## src/rtl/motor_ramp.sv

```systemverilog
// motor_ramp: limits duty slew per PWM period, ramps to zero, then holds a dead time before reversing.
module motor_ramp #(
  parameter int SIZE = 12,
  parameter int PERIOD = 4000,
  parameter int STEP = 100,
  parameter int DEAD_PERIODS = 4
) (
  input  logic            clock,
  input  logic            reset,
  input  logic            enable,
  input  logic [SIZE-1:0] target_duty,
  input  logic            target_dir,
  input  logic            period_done,
  output logic [SIZE-1:0] duty,
  output logic            dir,
  output logic            at_target,
  output logic            reversing
);
  localparam int DW = $clog2(DEAD_PERIODS) + 1;
  localparam logic [SIZE:0] PER = (SIZE+1)'(PERIOD);
  localparam logic [SIZE:0] STP = (SIZE+1)'(STEP);
  localparam logic [DW-1:0] LAST = DW'(DEAD_PERIODS - 1);
  typedef enum logic [1:0] {RUN, BRAKE, DEAD} state_t;
  state_t state, state_n;
  logic [DW-1:0] dcnt, dcnt_n;
  logic [SIZE-1:0] duty_n;
  logic dir_n;
  logic [SIZE:0] cur, tgt, eff_tgt, goal, up, ramp;
  assign cur = {1'b0, duty};
  assign tgt = {1'b0, target_duty};
  assign eff_tgt = !enable ? '0 : (tgt > PER ? PER : tgt);
  // a pending reversal brakes toward zero regardless of the requested duty
  assign goal = (target_dir == dir) ? eff_tgt : '0;
  assign up = cur + STP;
  assign ramp = goal > cur ? (up > goal ? goal : up) : (cur > goal + STP ? cur - STP : goal);
  assign at_target = state == RUN && cur == eff_tgt && dir == target_dir;
  assign reversing = state == BRAKE || state == DEAD;
  always_comb begin
    state_n = state;
    duty_n = duty;
    dir_n = dir;
    dcnt_n = dcnt;
    if (state == DEAD) begin
      duty_n = '0;
      dcnt_n = dcnt == LAST ? '0 : dcnt + 1'b1;
      dir_n = dcnt == LAST ? target_dir : dir;
      state_n = dcnt == LAST ? RUN : DEAD;
    end else if (target_dir == dir || duty != '0) begin
      state_n = target_dir == dir ? RUN : BRAKE;
      duty_n = ramp[SIZE-1:0];
    end else begin
      state_n = DEAD;
      dcnt_n = '0;
    end
  end
  always_ff @(posedge clock or posedge reset) begin
    if (reset) begin
      state <= RUN;
      duty <= '0;
      dir <= 1'b0;
      dcnt <= '0;
    end else if (period_done) begin
      state <= state_n;
      duty <= duty_n;
      dir <= dir_n;
      dcnt <= dcnt_n;
    end
  end
endmodule

```

## config.mk

```make
export PLATFORM = sky130hd
export DESIGN_NAME = motor_ramp
export DESIGN_NICKNAME = d
export VERILOG_FILES = /design/src/rtl/motor_ramp.sv
export SDC_FILE = /design/constraint.sdc
export NUM_CORES = 1
export LEC_CHECK = 0
export ABC_AREA = 1
export CORE_ASPECT_RATIO = 0.5
export CORE_MARGIN = 4
export CORE_UTILIZATION = 40
export CTS_BUF_LIST = sky130_fd_sc_hd__clkbuf_4 sky130_fd_sc_hd__clkbuf_8
export DETAILED_ROUTE_END_ITERATION = 10
export SYNTH_ARGS = -nofsm -noshare
export SYNTH_HDL_FRONTEND = slang
export SYNTH_SLANG_ARGS = --single-unit
```

## constraint.sdc

```tcl
create_clock -name clock -period 6.4 [get_ports clock]
set_input_delay 1.28 -clock clock [delete_from_list [all_inputs] [get_ports clock]]
set_output_delay 1.28 -clock clock [all_outputs]
set_load 0.05 [all_outputs]
```

==> results of run 1 <==
## per-stage QoR
step | instance area (sq um) | std cells | utilization | power (mW)
2_1_floorplan | 3050 | 487 | - | 1.29
3_3_place_gp | 3410 | 605 | 0.462 | 1.60
3_5_place_dp | 3410 | 605 | 0.462 | 1.60
4_1_cts | 3470 | 609 | 0.470 | 1.71
5_1_grt | 3470 | 609 | 0.470 | 1.93
6_report | 3470 | 609 | 0.470 | 1.72
## synthesized netlist by cell type (2+ instances only)
cell / count / area share
inv_2: 9 / 0.011
o21ai_0: 24 / 0.039
xor2_1: 21 / 0.060
o211ai_1: 3 / 0.0074
nand3b_1: 2 / 0.0049
nor3_1: 7 / 0.011
nor4_1: 4 / 0.0082
nor2_4: 4 / 0.015
o22ai_1: 2 / 0.0041
ha_1: 40 / 0.16
dfrtp_1: 18 / 0.15
nand4_1: 8 / 0.016
buf_2: 5 / 0.0082
inv_1: 73 / 0.090
nand2_1: 152 / 0.19
nor3b_1: 2 / 0.0049
buf_6: 4 / 0.015
nor2_2: 5 / 0.010
nand2_2: 5 / 0.010
nand3_1: 38 / 0.062
a21oi_1: 18 / 0.030
nor2_1: 26 / 0.032
## sequential cells by signal, summed over array words and instances, names as in the netlist
signal and flops:
dcnt 3, dir 1, duty 12, state 2
## area by class of cell
cell class	count	area [sq um]	share of cell area
clock buffer	4	55.1	0.0159
inverter	84	318	0.0917
multi-input combinational	376	2210	0.638
sequential	18	450	0.130
tap	96	120	0.0347
timing repair buffer	31	310	0.0895
## cells by family (layout without fill, tap and decap cells)
kind of cell,Yosys count,after routing,synth area share
AOI/OAI and AO/OA,56,56,0.106
and+or+nand+nor,258,258,0.386
DFF,18,18,0.148
xor gates and xnor gates,22,22,0.0693
adders and majority gates,40,40,0.164
buffers and inverters,93,119,0.127
## power breakdown
| part | internal, mW | total [mW] | switching [mW] |
|---|---|---|---|
| registers | 0.160 | 0.265 | 0.105 |
| clock network | 0.0551 | 0.103 | 0.0482 |
| logic | 0.454 | 1.36 | 0.901 |
| total | 0.670 | 1.72 | 1.05 |
## routing by layer
metal,GRT usage,part of all wire
met1,0.302,0.54
met2,0.305,0.40
met3,0.0326,0.055
met4,0.0326,0.0085
met5,0,0
## final timing paths
kind                               from         to  slack, ns
max in group asynchronous         reset    duty[3]       4.51
min in group asynchronous         reset    dcnt[0]       1.42
worst min-delay path            dcnt[0]    dcnt[0]       0.49
worst max register to register      dir   duty[10]       2.53
worst min register to register  dcnt[0]    dcnt[0]       0.49
worst max-delay path             enable  at_target       1.06
==> key figures, run 1 <==
CTS
  – Root Driver: clkbuf_8
  – Worst-Skew Late Latency: about 0.27 ns
  – TritonCTS sink count: 18
  – Setup repair bufs after CTS: 0
  – Cts hold-fix bufs: 0
  – Post_cts resized: 0
  – TritonCTS buffer count: 3
  – Clk slew on worst S/H paths: 0.08 ns
  – H-tree lvl count: 1
  – TritonCTS clock tree: built
  – CTS Buffer Depth: 2

GRT
  – Largest net degree at the start of global routing: 19
  – Global-route wire length before repair: 14.9 mm
  – Vias in the first global route: 2887
  – All-Layer GR Usage: 0.201
  – Initial antenna violation count: 0
  – Gr ovfl total: 0

Setup path
  – CP Cell Sequence: clkdlybuf4s50_1, nand2_1, nand2_1, o21ai_0, nor4_1, o221ai_1, nor4_1, clkdlybuf4s50_1
  – CP Capture Type: output port
  – CP peak stage delay: ~0.85 ns
  – Worst-path fanout max: 10
  – Crit. path cell count: 8
  – Worst path slowest cell: clkdlybuf4s50_1
  – Cell family with most CP delay: buffers and inverters
  – R2R cell count: 23
  – CP Buf/Inv Count: 2
  – Critical path class: input port to output port
  – Worst EP required: 5.12 ns
  – Critical Path AT: between 4 and 5 ns
  – CP Launch Type: input port

Die
  – Initial Util: 0.414
  – Die Y: 69.8 microns
  – Row count: 22
  – Placeable Area: ~0.0074 sq mm
  – Ports: 32
  – Die W: 132 microns
  – Die ar.: 0.00917 sq mm

Drt
  – Iter 0 DRT Violations: 186
  – Drt via density: 5.06
  – Via count: 3081
  – Detailed Route WL: 9.04 mm
  – DRC errors left: 0
  – Drt first pass iters: 5
  – Routed len/inst: 14.8 microns
  – Antenna Nets Post-Route: 0

Cells and area
  – Commonest cells after routing, fill and taps aside: 152 x nand2_1, 73 x inv_1, 40 x ha_1, 38 x nand3_1, 31 x clkdlybuf4s50_1
  – Nets@finish: ~570
  – Antenna diode count: 0
  – Area Growth Syn to Fin: 13.6%
  – Most common cell after layout, fill and taps aside: nand2_1
  – Fill count: roughly 790
  – Layout cell share with drive strength beyond 1: 0.0682

Timing
  – Setup_tns: 0 ns
  – Min cycle time layout: 5.34 ns
  – Worst-Margin Slew: between 0.7 and 0.8 ns
  – Final hold vios: 0
  – Final setup fails: 0
  – Skew final: 0.00297 ns
  – Tcrit/Tclk final: 0.834
  – F_max: 187 MHz
  – Min Hold Slack: a little under 0.5 ns
  – Worst Setup Slack, final: 1.06 ns
  – Max-Slew Margin vs Limit: 0.507
  – RSZ-0062 raised after global routing: false
  – Fin. max-slew vios: 0

Logic synthesis
  – Yosys cell types: 39
  – Syn_area_per_cell: 6.26 sq um
  – EDFF count, synth: 0
  – YS warnings: 0
  – Ys async rst share: 1.00
  – Seq/Total Area, Yosys: 0.148
  – Mapped cell area: 0.00305 sq mm
  – Top_reg_cell synth: dfrtp_1
  – Syn Nets: 544
  – Seq cells post-synth: 18
  – Mapped Cells: 487

Place
  – Final weighted congestion in routability-driven placement: between 0.9 and 1
  – Pre-CTS WS: 1.02 ns
  – Dpl hpwl: 7.32 mm
  – I/O Buffers: 31

Flow run
  – Max_cap viols: 0

Worst hold path
  – Worst hold path class: flop to flop
  – Hold path depth: 1

Pwr
  – VDD IR max: approximately 0.26 mV
  – Pleak: 1.86 nW
  – PwrDens: ~500 mW/mm^2

Run status
  – Status: finished clean
No activity file was read; power rests on OpenSTA's default activity.
==> run 2, diff against run 1 <==
==> constraint.sdc (replaced) <==
create_clock -name clock -period 5 [get_ports clock]
set_input_delay 1 -clock clock [delete_from_list [all_inputs] [get_ports clock]]
set_output_delay 1 -clock clock [all_outputs]
set_load 0.05 [all_outputs]
==> key figures, run 2 (synthesis gave the netlist of run 1 again) <==
Cells and area
  – Nets@finish: 578 (was 571)
  – Max reg flops: 12 (unchanged)
  – Util after Layout: 0.477 (was 0.470)
  – Area Growth Syn to Fin: 15.4% (was 13.6%)
  – Largest registers: duty x12, dcnt x3, state x2 (unchanged)
  – Fill count: 795 (was 789)
  – Finished Cell Area: 0.00352 sq mm (was 0.00347 sq mm)
  – Biggest register: duty (unchanged)
  – Antenna diode count: 0 (unchanged)
  – Reg area: 450 sq um (unchanged)
  – Layout cell share with drive strength beyond 1: 0.0827 (was 0.0682)
  – Commonest cells after routing, fill and taps aside: 152 x nand2_1, 73 x inv_1, 40 x ha_1, 38 x nand3_1, 30 x clkdlybuf4s50_1 (was 152 x nand2_1, 73 x inv_1, 40 x ha_1, 38 x nand3_1, 31 x clkdlybuf4s50_1)
  – Most common cell after layout, fill and taps aside: nand2_1 (unchanged)
  – Area of the multi-input gates: 0.00222 sq mm (was 0.00221 sq mm)

Die
  – Placeable Area: 0.00738 sq mm (unchanged)
  – Row count: 22 (unchanged)
  – Initial Util: 0.414 (unchanged)
  – Ports: 32 (unchanged)
  – Die Y: 69.8 microns (unchanged)
  – Die ar.: 0.00917 sq mm (unchanged)
  – Die W: 132 microns (unchanged)

GRT
  – All-Layer GR Usage: 0.206 (was 0.201)
  – Largest net degree at the start of global routing: 19 (unchanged)
  – Global-route wire length before repair: 15.4 mm (was 14.9 mm)
  – Initial antenna violation count: 0 (unchanged)
  – Gr ovfl total: 0 (unchanged)
  – Vias in the first global route: 3088 (was 2887)

Timing
  – RSZ-0062 raised after global routing: false (unchanged)
  – F_max: 225 MHz
  – Max-Slew Margin vs Limit: 0.510 (was 0.507)
  – Skew final: 0.00643 ns (was 0.00297 ns)
  – Final setup fails: 0 (unchanged)
  – Final hold vios: 0 (unchanged)
  – Min cycle time layout: 4.44 ns
  – Tcrit/Tclk final: 0.889
  – Worst-Margin Slew: 0.735 ns (was 0.738 ns)
  – Fin. max-slew vios: 0 (unchanged)
  – Setup_tns: 0 ns (unchanged)
  – Worst Setup Slack, final: 0.556 ns (was 1.06 ns)

Setup path
  – R2r setup slk: 1.71 ns (was 2.53 ns)
  – FF-to-FF End: duty[10] (unchanged)
  – CP Launch Type: input port (unchanged)
  – Worst-path fanout max: 11 (was 10)
  – Worst EP required: 5.16 ns (was 5.12 ns)
  – CP peak stage delay: 0.50 ns (was 0.85 ns)
  – Critical path class: input port to flop (was input port to output port)
  – R2R cell count: 24 (was 23)
  – Worst path slowest cell: clkdlybuf4s50_1 (unchanged)
  – FF-to-FF Start: dir (unchanged)
  – Critical Path AT: 4.60 ns (was 4.06 ns)
  – CP Capture Type: flop (was output port)
  – CP dominant cell by count: nand2_1

Drt
  – Iter 0 DRT Violations: 207 (was 186)
  – Detailed Route WL: 8.94 mm (was 9.04 mm)
  – Antenna Nets Post-Route: 0 (unchanged)
  – Drt via density: 5.12 (was 5.06)
  – Routed len/inst: 14.5 microns (was 14.8 microns)
  – Drt first pass iters: 5 (unchanged)
  – DRC errors left: 0 (unchanged)
  – Via count: 3152 (was 3081)

Worst hold path
  – Hold path depth: 1 (unchanged)
  – Worst hold path class: flop to flop (unchanged)
  – Hold Crit Endpoint: dcnt[0] (unchanged)
  – Worst Min Path Start: dcnt[0] (unchanged)

Place
  – Pre-CTS WS: 0.222 ns (was 1.02 ns)
  – DP Area: 0.00346 sq mm (was 0.00341 sq mm)
  – I/O Buffers: 31 (unchanged)
  – Dpl hpwl: 7.47 mm (was 7.32 mm)
  – Final weighted congestion in routability-driven placement: 0.924 (was 0.937)

CTS
  – Clk slew on worst S/H paths: 0.08 ns (about the same)
  – H-tree lvl count: 1 (unchanged)
  – TritonCTS sink count: 18 (unchanged)
  – Worst-Skew Late Latency: 0.27 ns (about the same)
  – TritonCTS clock tree: built (unchanged)
  – TritonCTS buffer count: 3 (unchanged)
  – Setup repair bufs after CTS: 0 (unchanged)
  – Cts hold-fix bufs: 0 (unchanged)
  – Post_cts resized: 0 (unchanged)
  – CTS Buffer Depth: 2 (unchanged)
  – Root Driver: clkbuf_8 (unchanged)

Flow run
  – Max_cap viols: 0 (unchanged)

Pwr
  – PwrDens: 630 mW/mm^2 (was 497 mW/mm^2)
  – Total power: 2.22 mW (was 1.72 mW)
  – VDD IR max: 0.284 mV (was 0.263 mV)
  – Pleak: 1.90 nW (was 1.86 nW)

Run status
  – Status: finished clean (unchanged)
-- run 2: changes by cell type in the layout (fill, tap and decap cells not counted), sizes merged --
cell,change
buf,+8
clkdlybuf4s50,-1
-- run 2: final cells by class --
| cell class | count | area share |
|---|---|---|
| multi-input combinational | 376 | 0.630 |
| sequential | 18 | 0.128 |
| inverter | 84 | 0.0903 |
| tap | 96 | 0.0341 |
| timing repair buffer | 38 | 0.102 |
| clock buffer | 4 | 0.0156 |
-- run 2: critical path: cells and delay by family --
| kind | cells | cell delay, ns |
|---|---|---|
| adder cells (fa/ha/maj) | 2 | 0.47 |
| AO/OA/AOI/OAI | 3 | 0.60 |
| AND/OR/NAND/NOR | 19 | 1.74 |
| buffers and inverters | 4 | 0.77 |
-- run 2: where the power goes --
part | internal, mW | switching [mW] | total [mW]
registers | 0.205 | 0.136 | 0.342
clock network | 0.0704 | 0.0574 | 0.128
logic | 0.606 | 1.14 | 1.75
-- run 2: worst max-delay path by stage --
| stage | startpoint | to | slack, ns | cells past startpoint |
|---|---|---|---|---|
| after floorplan | enable | at_target | 0.57 | 7 |
| after global placement | target_duty[7] | duty[10] | 0.34 | 28 |
| after detailed placement | target_duty[7] | duty[10] | 0.22 | 29 |
| after CTS | target_duty[7] | duty[10] | 0.50 | 29 |
| after global routing | target_duty[7] | duty[5] | 0.09 | 30 |
| final | target_duty[7] | duty[10] | 0.56 | 28 |
-- run 2: stage by stage --
| stage | hold slack [ns] | instances |
|---|---|---|
| finish | 0.487 | 616 |
| global route | 0.517 | 616 |
| CTS | 0.490 | 616 |
| detailed placement | 0.479 | 612 |
| global placement | 0.471 | 612 |
| floorplan | 0.451 | 487 |
-- run 2: metal layers --
metal  share of wire  GRT usage  up-vias
met5               0          0        -
met4          0.0028     0.0291        0
met3           0.072     0.0435        4
met2            0.41      0.318       88
met1            0.52      0.301     1431
li1                -          -     1629
==> run 3, diff against run 2 <==
--- a/config.mk
+++ b/config.mk
@@ -11,6 +11,7 @@
 export CORE_UTILIZATION = 40
 export CTS_BUF_LIST = sky130_fd_sc_hd__clkbuf_4 sky130_fd_sc_hd__clkbuf_8
 export DETAILED_ROUTE_END_ITERATION = 10
+export SKIP_CTS_REPAIR_TIMING = 1
 export SYNTH_ARGS = -nofsm -noshare
 export SYNTH_HDL_FRONTEND = slang
 export SYNTH_SLANG_ARGS = --single-unit
==> results of run 3 <==
No change in the layout: final DEF, timing and power equal those of run 2.
